--- config.mk ---
export PLATFORM = sky130hd
export DESIGN_NAME = ref_ramp_sequencer
export DESIGN_NICKNAME = d
export VERILOG_FILES = /design/src/rtl/servo_ref_pkg.sv /design/src/rtl/step_prescaler.sv /design/src/rtl/ref_ramp_sequencer.sv
export SDC_FILE = /design/constraint.sdc
export NUM_CORES = 1
export LEC_CHECK = 0
export BUFFER_PORTS_ARGS = -buffer_cell sky130_fd_sc_hd__clkbuf_2
export CAP_MARGIN = 20
export CORE_ASPECT_RATIO = 1.25
export CORE_MARGIN = 1.5
export CORE_UTILIZATION = 27
export CTS_CLUSTER_DIAMETER = 80
export DETAILED_ROUTE_END_ITERATION = 8
export HOLD_SLACK_MARGIN = 0.06
export SETUP_SLACK_MARGIN = 0.05
export SYNTH_ARGS = -nofsm -noshare
export SYNTH_HDL_FRONTEND = slang
export SYNTH_SLANG_ARGS = --single-unit
--- constraint.sdc ---
create_clock -name clk -period 5.19 [get_ports clk]
set_clock_uncertainty 0.1 [all_clocks]
set_input_delay 1.038 -clock clk [delete_from_list [all_inputs] [get_ports clk]]
set_output_delay 1.038 -clock clk [all_outputs]
set_load 0.01 [all_outputs]
--- src/rtl/servo_ref_pkg.sv ---
// Shared types and constants for the servo reference path.
package servo_ref_pkg;

  localparam int unsigned REF_W        = 9;
  localparam int unsigned POT_W        = 8;
  localparam int unsigned REF_MIN_C    = 20;
  localparam int unsigned REF_MAX_C    = 340;
  localparam int unsigned REF_CENTER_C = 180;
  localparam int unsigned PRESC_W      = 16;
  localparam int unsigned SETTLE_W     = 20;

  typedef enum logic [1:0] {
    IDLE   = 2'd0,
    RAMP   = 2'd1,
    SETTLE = 2'd2
  } state_e;

  // Clamp a reference code into [lo, hi].
  function automatic logic [REF_W-1:0] clamp_ref(input logic [REF_W-1:0] v,
                                                 input logic [REF_W-1:0] lo,
                                                 input logic [REF_W-1:0] hi);
    if (v < lo)      return lo;
    else if (v > hi) return hi;
    else             return v;
  endfunction

endpackage

--- src/rtl/step_prescaler.sv ---
// Divide-by-STEP_DIV tick generator: tick is high for the last count of each period.
module step_prescaler #(
  parameter int unsigned STEP_DIV = 1000,
  parameter int unsigned CNT_W    = 16
) (
  input  logic clk,
  input  logic rst_n,
  input  logic clr,
  input  logic en,
  output logic tick
);

  localparam logic [CNT_W-1:0] LAST = CNT_W'(STEP_DIV - 1);

  logic [CNT_W-1:0] cnt_q;

  assign tick = en && (cnt_q == LAST);

  // Count 0..STEP_DIV-1 while enabled; clear has priority over counting.
  always_ff @(posedge clk or negedge rst_n) begin
    if (!rst_n) begin
      cnt_q <= '0;
    end else if (clr) begin
      cnt_q <= '0;
    end else if (en) begin
      cnt_q <= tick ? '0 : cnt_q + CNT_W'(1);
    end
  end

endmodule

--- src/rtl/ref_ramp_sequencer.sv ---
// Servo reference sequencer: slews ref_out toward a commanded target one code
// per STEP_DIV clocks, settles, then pulses done.
// Optional build macro REF_SATURATE_EN: clamp out-of-range commands instead
// of discarding them with an err pulse.
module ref_ramp_sequencer
  import servo_ref_pkg::*;
#(
  parameter int unsigned REF_MIN    = REF_MIN_C,
  parameter int unsigned REF_MAX    = REF_MAX_C,
  parameter int unsigned REF_INIT   = REF_CENTER_C,
  parameter int unsigned STEP_DIV   = 1000,
  parameter int unsigned SETTLE_CYC = 50000
) (
  input  logic             clk,
  input  logic             rst_n,
  input  logic             cmd_valid,
  input  logic [REF_W-1:0] cmd_ref,
  output logic             cmd_ready,
  input  logic             abort,
  output logic [REF_W-1:0] ref_out,
  output logic             busy,
  output logic             done,
  output logic             err
);

  localparam logic [REF_W-1:0]    MIN_V       = REF_W'(REF_MIN);
  localparam logic [REF_W-1:0]    MAX_V       = REF_W'(REF_MAX);
  localparam logic [REF_W-1:0]    INIT_V      = REF_W'(REF_INIT);
  localparam logic [SETTLE_W-1:0] SETTLE_LAST = SETTLE_W'(SETTLE_CYC - 1);

  state_e              state_q, state_d;
  logic [REF_W-1:0]    ref_q, ref_d;
  logic [REF_W-1:0]    tgt_q, tgt_d;
  logic [SETTLE_W-1:0] settle_q, settle_d;
  logic                done_d, err_d;

  logic                cmd_acc;
  logic [REF_W-1:0]    cmd_tgt;
  logic                cmd_legal;
  logic [REF_W-1:0]    step_v;
  logic                presc_clr, presc_en, step_tick;

  assign cmd_ready = (state_q == IDLE) && !abort;
  assign cmd_acc   = cmd_valid && cmd_ready;
  assign ref_out   = ref_q;

`ifdef REF_SATURATE_EN
  assign cmd_tgt   = clamp_ref(cmd_ref, MIN_V, MAX_V);
  assign cmd_legal = 1'b1;
`else
  assign cmd_tgt   = cmd_ref;
  assign cmd_legal = (cmd_ref >= MIN_V) && (cmd_ref <= MAX_V);
`endif

  // One code toward the target; target is always in range so this never overshoots.
  assign step_v = (ref_q < tgt_q) ? ref_q + REF_W'(1) : ref_q - REF_W'(1);

  // Prescaler runs only in RAMP; it is held at zero otherwise and on abort.
  assign presc_en  = (state_q == RAMP);
  assign presc_clr = (state_q != RAMP) || abort;

  step_prescaler #(
    .STEP_DIV (STEP_DIV),
    .CNT_W    (PRESC_W)
  ) u_presc (
    .clk   (clk),
    .rst_n (rst_n),
    .clr   (presc_clr),
    .en    (presc_en),
    .tick  (step_tick)
  );

  // Next-state and next-output logic.
  always_comb begin
    state_d  = state_q;
    ref_d    = ref_q;
    tgt_d    = tgt_q;
    settle_d = settle_q;
    done_d   = 1'b0;
    err_d    = 1'b0;
    unique case (state_q)
      IDLE: begin
        if (cmd_acc) begin
          tgt_d = cmd_tgt;
          if (!cmd_legal) begin
            err_d = 1'b1;
          end else if (cmd_tgt == ref_q) begin
            done_d = 1'b1;
          end else begin
            state_d = RAMP;
          end
        end
      end
      RAMP: begin
        if (abort) begin
          state_d = IDLE;
        end else if (step_tick) begin
          ref_d = step_v;
          if (step_v == tgt_q) begin
            state_d  = SETTLE;
            settle_d = '0;
          end
        end
      end
      SETTLE: begin
        if (abort) begin
          state_d  = IDLE;
          settle_d = '0;
        end else if (settle_q == SETTLE_LAST) begin
          state_d  = IDLE;
          settle_d = '0;
          done_d   = 1'b1;
        end else begin
          settle_d = settle_q + SETTLE_W'(1);
        end
      end
      default: begin
        state_d  = IDLE;
        settle_d = '0;
      end
    endcase
  end

  // State and output registers.
  always_ff @(posedge clk or negedge rst_n) begin
    if (!rst_n) begin
      state_q  <= IDLE;
      ref_q    <= INIT_V;
      tgt_q    <= INIT_V;
      settle_q <= '0;
      done     <= 1'b0;
      err      <= 1'b0;
      busy     <= 1'b0;
    end else begin
      state_q  <= state_d;
      ref_q    <= ref_d;
      tgt_q    <= tgt_d;
      settle_q <= settle_d;
      done     <= done_d;
      err      <= err_d;
      busy     <= (state_d != IDLE);
    end
  end

endmodule

==> results by group, run 1 <==
Run status
  • Outcome: finished, final reports clean

Detailed routing
  • WL final: 9126 um
  • Routed Antenna Nets: 0
  • WL/cell: 14.72 um
  • Drt initial violations: 159
  • Vias post-DR: 3087
  • DR vias/cell: 4.979
  • DRC: 0
  • Iteration count of the initial detailed-routing pass: 4

Floorplan
  • Die area: 15280 sq um
  • Die X: 110.9 um
  • Core area: 14290 sq um
  • IO Pins: 26
  • Row cnt: 49
  • Die Y: 137.8 um
  • Initial Util: 0.2749

Setup path
  • Max incr delay on CP: 0.60 ns
  • Delay-heaviest family, CP: simple AND/OR/NAND/NOR gates
  • Critical path fanouts, max: 20
  • CP Buf/Inv Count: 2
  • FF-to-FF Start: tgt_q[5]$_DFFE_PN1P_
  • Setup slack, reg-to-reg: 0.81 ns
  • CP cell instances: inv_1 -> ha_1 -> and4_1 -> nor3b_2 -> a211oi_4 -> inv_1 -> ha_1 -> and2_1 -> a21boi_1 -> or3_1 -> a211oi_1 -> and4_4 -> o22ai_1
  • CP Capture Type: register
  • Reg2reg path depth: 13
  • Startpoint types: register
  • Instance count on the critical path: 13
  • CP max stage cell: dfstp_2
  • Arrival time at the worst endpoint: 4.45 ns
  • RR Endpoint: settle_q[0]$_DFFE_PN0P_
  • Kind of critical path: register to register
  • WP data required: 5.26 ns

Layout
  • # nets final: 471
  • Finished Cell Area: 4594 sq um
  • Fill cells: 1471
  • Area grow syn2layout: 17.02%
  • Layout cells sized above 1: 0.1765
  • ANT cells: 0

STA
  • Setup TNS: 0 ns
  • Final WS setup: 0.8117 ns
  • Tmin final: 4.378 ns
  • Final Cycle Share: 0.8436
  • Final setup viols: 0
  • RSZ-0062 raised after global routing: false
  • Slew @ Worst Pin: 0.9509 ns
  • Final Hold Vio Count: 0
  • Relative slew slack: 0.3643
  • FMAX: 228.4 MHz
  • Max-slew violations: 0

Synth
  • Mean Syn Cell Area: 9.530 sq um
  • Ys flop type: dfrtp_1
  • Commonest cells in the netlist: dfrtp_1 (51), xnor2_1 (36), nand2_1 (34)
  • Seq/Total Area, Yosys: 0.3786
  • Top-area cell type share of the netlist area: 0.3250
  • Yosys warns: 0
  • Area leader, netlist: dfrtp_1
  • Post-Syn Area: 3926 sq um
  • Main area contributors after synthesis: dfrtp_1 (33%), xnor2_1 (8.0%), ha_1 (6.4%)
  • Syn Inst Count: 412
  • Post-synth EDFFs: 0
  • Synthesis-stage register bit count: 59
  • Ys async rst share: 1.000
  • Count of cell types in the netlist: 54
  • Syn_nets: 446
  • Most numerous cell in the Yosys netlist: dfrtp_1

Hold path
  • Hold Path Cell Cnt: 1
  • Hold Crit Class: register to register
  • Hold endpoint: u_presc.cnt_q[0]$_DFFE_PN0P_
  • Hold wc startpoint: u_presc.cnt_q[0]$_DFFE_PN0P_

Global routing
  • Number of global-route vias before repair: 3157
  • Grt ovf: 0
  • Total Routing Usage GR: 0.1259
  • Global-route wire length before repair: 15470 um
  • Initial antenna violation count: 0
  • Largest net degree at the start of global routing: 60

Clocking
  • CTS buffer count: 9
  • Worst-skew pair later-pin latency: 0.33 ns
  • Post-CTS Setup Bufs: 0
  • Clock-pin slew on the worst setup and hold paths: 0.06 ns
  • TritonCTS clock tree: yes
  • CTS Sinks: 59
  • H-tree Lvls: 3
  • Max Root-Sink Buffers: 2
  • Clk root buf: clkbuf_16
  • Post-CTS Hold Fix Bufs: 0
  • PostCTS Resize Cnt: 0

Placed design
  • Global placement routability congestion: 0.8753
  • Dpl hpwl: 6621 um
  • Pre-CTS WS: 0.8296 ns
  • Port Buffers: 25
  • Placed cell area: 4214 sq um

Power
  • Power density over the cells: 292.8 nW/um^2
  • VDD IR max: 0.1498 mV
  • Total power: 0.001345 W
  • Cell leakage power: 2.035 nW

Job
  • Max-cap violation count: 0
[per-stage QoR]
step,cells,hold WS [ns],util
6_report,620,0.3919,0.3216
5_1_grt,620,0.4149,0.3216
4_1_cts,619,0.3955,0.3206
3_5_place_dp,603,0.3762,0.2950
3_3_place_gp,603,0.3742,0.2950
2_1_floorplan,412,0.3478,-
[layout make-up]
class	instances	area (sq um)	area share
multi-input cells	309	2256	0.4910
flip-flops and latches	59	1486	0.3235
clock buffers	9	225.2	0.04902
well taps	178	222.7	0.04847
repair buffers	27	147.6	0.03214
clock inverters	7	140.1	0.03050
inverters	31	116.4	0.02533
[how the worst max path moves through the flow]
stage	startpoint	to	slack, ns
3_5_place_dp	tgt_q[5]$_DFFE_PN1P_	settle_q[0]$_DFFE_PN0P_	0.83
5_1_grt	tgt_q[5]$_DFFE_PN1P_	settle_q[0]$_DFFE_PN0P_	0.56
4_1_cts	tgt_q[5]$_DFFE_PN1P_	settle_q[0]$_DFFE_PN0P_	0.82
6_report	tgt_q[5]$_DFFE_PN1P_	settle_q[0]$_DFFE_PN0P_	0.81
2_1_floorplan	tgt_q[5]$_DFFE_PN1P_	settle_q[10]$_DFFE_PN0P_	1.36
3_3_place_gp	tgt_q[5]$_DFFE_PN1P_	settle_q[0]$_DFFE_PN0P_	0.98
[logic make-up (layout without fill, tap and decap cells)]
family,count (synthesis),after routing,share of synthesized area
adder cells (fa/ha/maj),21,21,0.06883
AO/OA/AOI/OAI,84,84,0.1804
AND/OR/NAND/NOR,150,150,0.2014
flip-flops,59,59,0.3786
XOR/XNOR,54,54,0.1240
buffers and inverters,44,74,0.04684
[per-layer routing]
metal | part of all wire | wire length (um) | vias up | GRT usage
met1 | 0.46 | 4185 | 1498 | 0.1573
met2 | 0.49 | 4441 | 60 | 0.2188
met5 | 0 | 0 | - | 0
met4 | 0.016 | 144 | 0 | 0.04131
li1 | - | - | 1514 | -
met3 | 0.039 | 355 | 15 | 0.02508
[cell usage in the layout, fill, tap and decap left out, types with 3 or more instances in the layout]
cell type and count:
dfrtp_1 51, xnor2_1 36, nand2_1 34, inv_1 31, nor2_1 26, o21ai_0 25, clkbuf_2 25, ha_1 20
xor2_1 17, nor3_1 15, nand3_1 15, nand4_1 14, o32ai_2 14, a21oi_1 12, clkbuf_16 9, dfstp_2 8
and2_1 6, and3_1 6, or3_1 5, and4_1 4, a21o_1 4, nor4_1 4, nand2b_1 4, bufinv_16 4
nand3b_1 3, or4_1 3, nor2b_1 3, or2_2 3
[worst register-to-register path, cell delays in order, from the launching register on]
cell and delay, ns:
dfstp_2 0.60, inv_1 0.08, ha_1 0.27, and4_1 0.21
nor3b_2 0.17, a211oi_4 0.33, inv_1 0.23, ha_1 0.47
and2_1 0.23, a21boi_1 0.13, or3_1 0.38, a211oi_1 0.34
and4_4 0.54, o22ai_1 0.15
[sequential cells by signal, summed over array words and instances (netlist names)]
register / count
done: 1
tgt_q: 9
ref_out: 9
state_q: 2
settle_q: 20
busy: 1
u_presc.cnt_q: 16
err: 1
[where the power goes]
group	leakage, nW	switching (W)	internal [W]
clock	0.172	0.000220	0.000516
combinational	1.18	0.0000704	0.0000452
sequential	0.681	0.0000131	0.000480
total	2.04	0.000303	0.00104
Note: power is estimated with default switching activity, not from simulation.
==> run 2, diff against run 1 <==
clock period = 4.5 ns   (was 5.19 ns; I/O delays follow)
==> run 2 against run 1 <==
Total power grew 13%. Flip-flop and latch count unchanged. Non-clock buffer count is 2 higher. Largest cell class unchanged. Largest power group unchanged.
==> results by group, run 2 (synthesized netlist as in run 1, its figures left out) <==
Run status
  • Outcome: finished, final reports clean

Floorplan
  • Row cnt: 49 (unchanged)
  • Die area: 15280 sq um (unchanged)
  • IO Pins: 26 (unchanged)
  • Die X: 110.9 um (unchanged)
  • Die Y: 137.8 um (unchanged)
  • Initial Util: 0.2749 (unchanged)
  • Core area: 14290 sq um (unchanged)

Setup path
  • Max incr delay on CP: 0.59 ns (about the same)
  • CP cell instances: inv_1 -> ha_1 -> and4_1 -> nor3b_2 -> a211oi_4 -> inv_1 -> ha_1 -> a21oi_2 -> a21boi_1 -> or3_1 -> a211oi_2 -> and4_4 -> o32ai_2
  • FF-to-FF Start: tgt_q[5]$_DFFE_PN1P_
  • Delay-heaviest family, CP: simple AND/OR/NAND/NOR gates
  • Instance count on the critical path: 13 (unchanged)
  • Critical path fanouts, max: 10 (-50%)
  • Startpoint types: register
  • CP Capture Type: register
  • CP Buf/Inv Count: 2 (unchanged)
  • Kind of critical path: register to register
  • Arrival time at the worst endpoint: 4.31 ns (-0.14 ns)
  • CP Launch Point: tgt_q[5]$_DFFE_PN1P_
  • CP max stage cell: dfstp_2
  • Reg2reg path depth: 13 (unchanged)
  • WP data required: 4.58 ns (-0.68 ns)

Power
  • Power density over the cells: 329.8 nW/um^2 (+13%)
  • Cell leakage power: 2.040 nW (+0.22%)
  • VDD IR max: 0.1510 mV (+0.76%)

Clocking
  • Worst-skew pair later-pin latency: 0.34 ns (about the same)
  • H-tree Lvls: 3 (unchanged)
  • Clock-pin slew on the worst setup and hold paths: 0.06 ns (about the same)
  • Clk root buf: clkbuf_16
  • CTS buffer count: 9 (unchanged)
  • Max Root-Sink Buffers: 2 (unchanged)
  • Post-CTS Hold Fix Bufs: 0 (unchanged)
  • CTS Sinks: 59 (unchanged)
  • TritonCTS clock tree: yes

Placed design
  • Port Buffers: 25 (unchanged)
  • Placed Instances: 606 (+0.50%)
  • Pre-CTS WS: 0.1834 ns (-0.6462 ns)
  • Dpl hpwl: 6804 um (+2.8%)
  • Global placement routability congestion: 0.8394 (-4.1%)

Global routing
  • Global-route wire length before repair: 15260 um (-1.3%)
  • Met2 Use GR: 0.2136 (-0.005144)
  • Global route hottest layer: met2
  • Total Routing Usage GR: 0.1265 (+0.0005311)
  • Grt ovf: 0 (unchanged)
  • Largest net degree at the start of global routing: 27 (-55%)
  • Initial antenna violation count: 0 (unchanged)
  • Number of global-route vias before repair: 3050 (-3.4%)
  • Met3 GRT Util: 0.02464 (-0.0004399)
  • Met1 GRT Util: 0.1593 (+0.001976)

Detailed routing
  • Drt initial violations: 149 (-6.3%)
  • Iteration count of the initial detailed-routing pass: 5 (+1)
  • Routed Antenna Nets: 0 (unchanged)
  • WL/cell: 15.20 um (+3.3%)
  • DRC: 0 (unchanged)
  • Vias post-DR: 3091 (+0.13%)
  • WL final: 9471 um (+3.8%)
  • DR vias/cell: 4.961 (-0.35%)

STA
  • Slew @ Worst Pin: 1.113 ns (+0.1624 ns)
  • Tmin final: 4.228 ns (-0.1499 ns)
  • Max-slew violations: 0 (unchanged)
  • FMAX: 236.5 MHz (+3.5%)
  • Final Hold Vio Count: 0 (unchanged)
  • Relative slew slack: 0.2578 (-0.1065)
  • Final setup viols: 0 (unchanged)
  • Final Cycle Share: 0.9397 (+0.09605)
  • RSZ-0062 raised after global routing: false
  • Setup TNS: 0 ns (unchanged)
  • Final WS setup: 0.2716 ns (-0.5401 ns)

Hold path
  • Hold wc startpoint: u_presc.cnt_q[0]$_DFFE_PN0P_
  • Hold Crit Class: register to register
  • Hold Path Cell Cnt: 1 (unchanged)

Layout
  • Most frequent cells in the layout: dfrtp_1 (51), xnor2_1 (36), nand2_1 (34), inv_1 (31), nor2_1 (26)
  • Layout cells sized above 1: 0.1798 (+0.003305)
  • Post-Layout Cell Count: 623 (+0.48%)
  • Area grow syn2layout: 17.08% (about the same)
  • Reg with most FFs: settle_q
  • Final core occ: 0.3218 (about the same)
  • ANT cells: 0 (unchanged)
  • Largest regs: settle_q: 20 flops, u_presc.cnt_q: 16 flops
  • Max reg flops: 20 (unchanged)
  • # nets final: 474 (+0.64%)
  • Most common cell after layout, fill and taps aside: dfrtp_1

Job
  • Max-cap violation count: 0 (unchanged)
run 2: cell type report:
| type | instances | area [sq um] |
|---|---|---|
| Fill cell | 1448 | 9688 |
| Multi-Input combinational cell | 310 | 2272 |
| Sequential cell | 59 | 1486 |
| Clock buffer | 12 | 246.5 |
| Tap cell | 178 | 222.7 |
| Timing Repair Buffer | 29 | 155.1 |
| Inverter | 31 | 116.4 |
| Clock inverter | 4 | 97.59 |
run 2: final timing paths:
| path | slack (ns) | to |
|---|---|---|
| worst min register to register | 0.40 | u_presc.cnt_q[0]$_DFFE_PN0P_ |
| worst min-delay path | 0.40 | u_presc.cnt_q[0]$_DFFE_PN0P_ |
| max in group asynchronous | 2.99 | tgt_q[5]$_DFFE_PN1P_ |
| worst max-delay path | 0.27 | settle_q[17]$_DFFE_PN0P_ |
| worst max register to register | 0.27 | settle_q[17]$_DFFE_PN0P_ |
| min in group asynchronous | 0.50 | settle_q[17]$_DFFE_PN0P_ |
run 2: worst reg2reg max path, delay by kind of cell, from the launching register on:
kind | cells | cell delay, ns
AND/OR/NAND/NOR | 4 | 1.21
AO/OA/AOI/OAI | 5 | 1.18
adder cells (fa/ha/maj) | 2 | 0.67
flip-flops | 1 | 0.59
buffers and inverters | 2 | 0.33
run 2: power by group:
group / switching, W / total, W / internal (W) / leakage, nW
logic: 0.0000858 / 0.000139 / 0.0000533 / 1.20
clock network: 0.000252 / 0.000808 / 0.000556 / 0.163
registers: 0.0000155 / 0.000570 / 0.000554 / 0.681
total: 0.000353 / 0.00152 / 0.00116 / 2.04
run 2: metrics by stage:
stage	hold slack (ns)	instance area [sq um]	total power, W
floorplan	0.3478	3926	0.0006610
global placement	0.3784	4237	0.0007097
detailed placement	0.3750	4237	0.0007144
CTS	0.3903	4581	0.001526
global route	0.4243	4597	0.001579
finish	0.3952	4597	0.001516
run 2: metal layers:
layer,up-vias,share of wire
met4,0,0.015
li1,1531,-
met2,63,0.48
met5,-,0
met1,1484,0.47
met3,13,0.033
run 2: what timing repair did:
action | 4_1_cts | 5_1_grt
gates resized for setup | 0 | 2
buffers inserted | 0 | 0
endpoints found under the setup margin | 0 | 20
endpoints found under the hold margin | 0 | 0
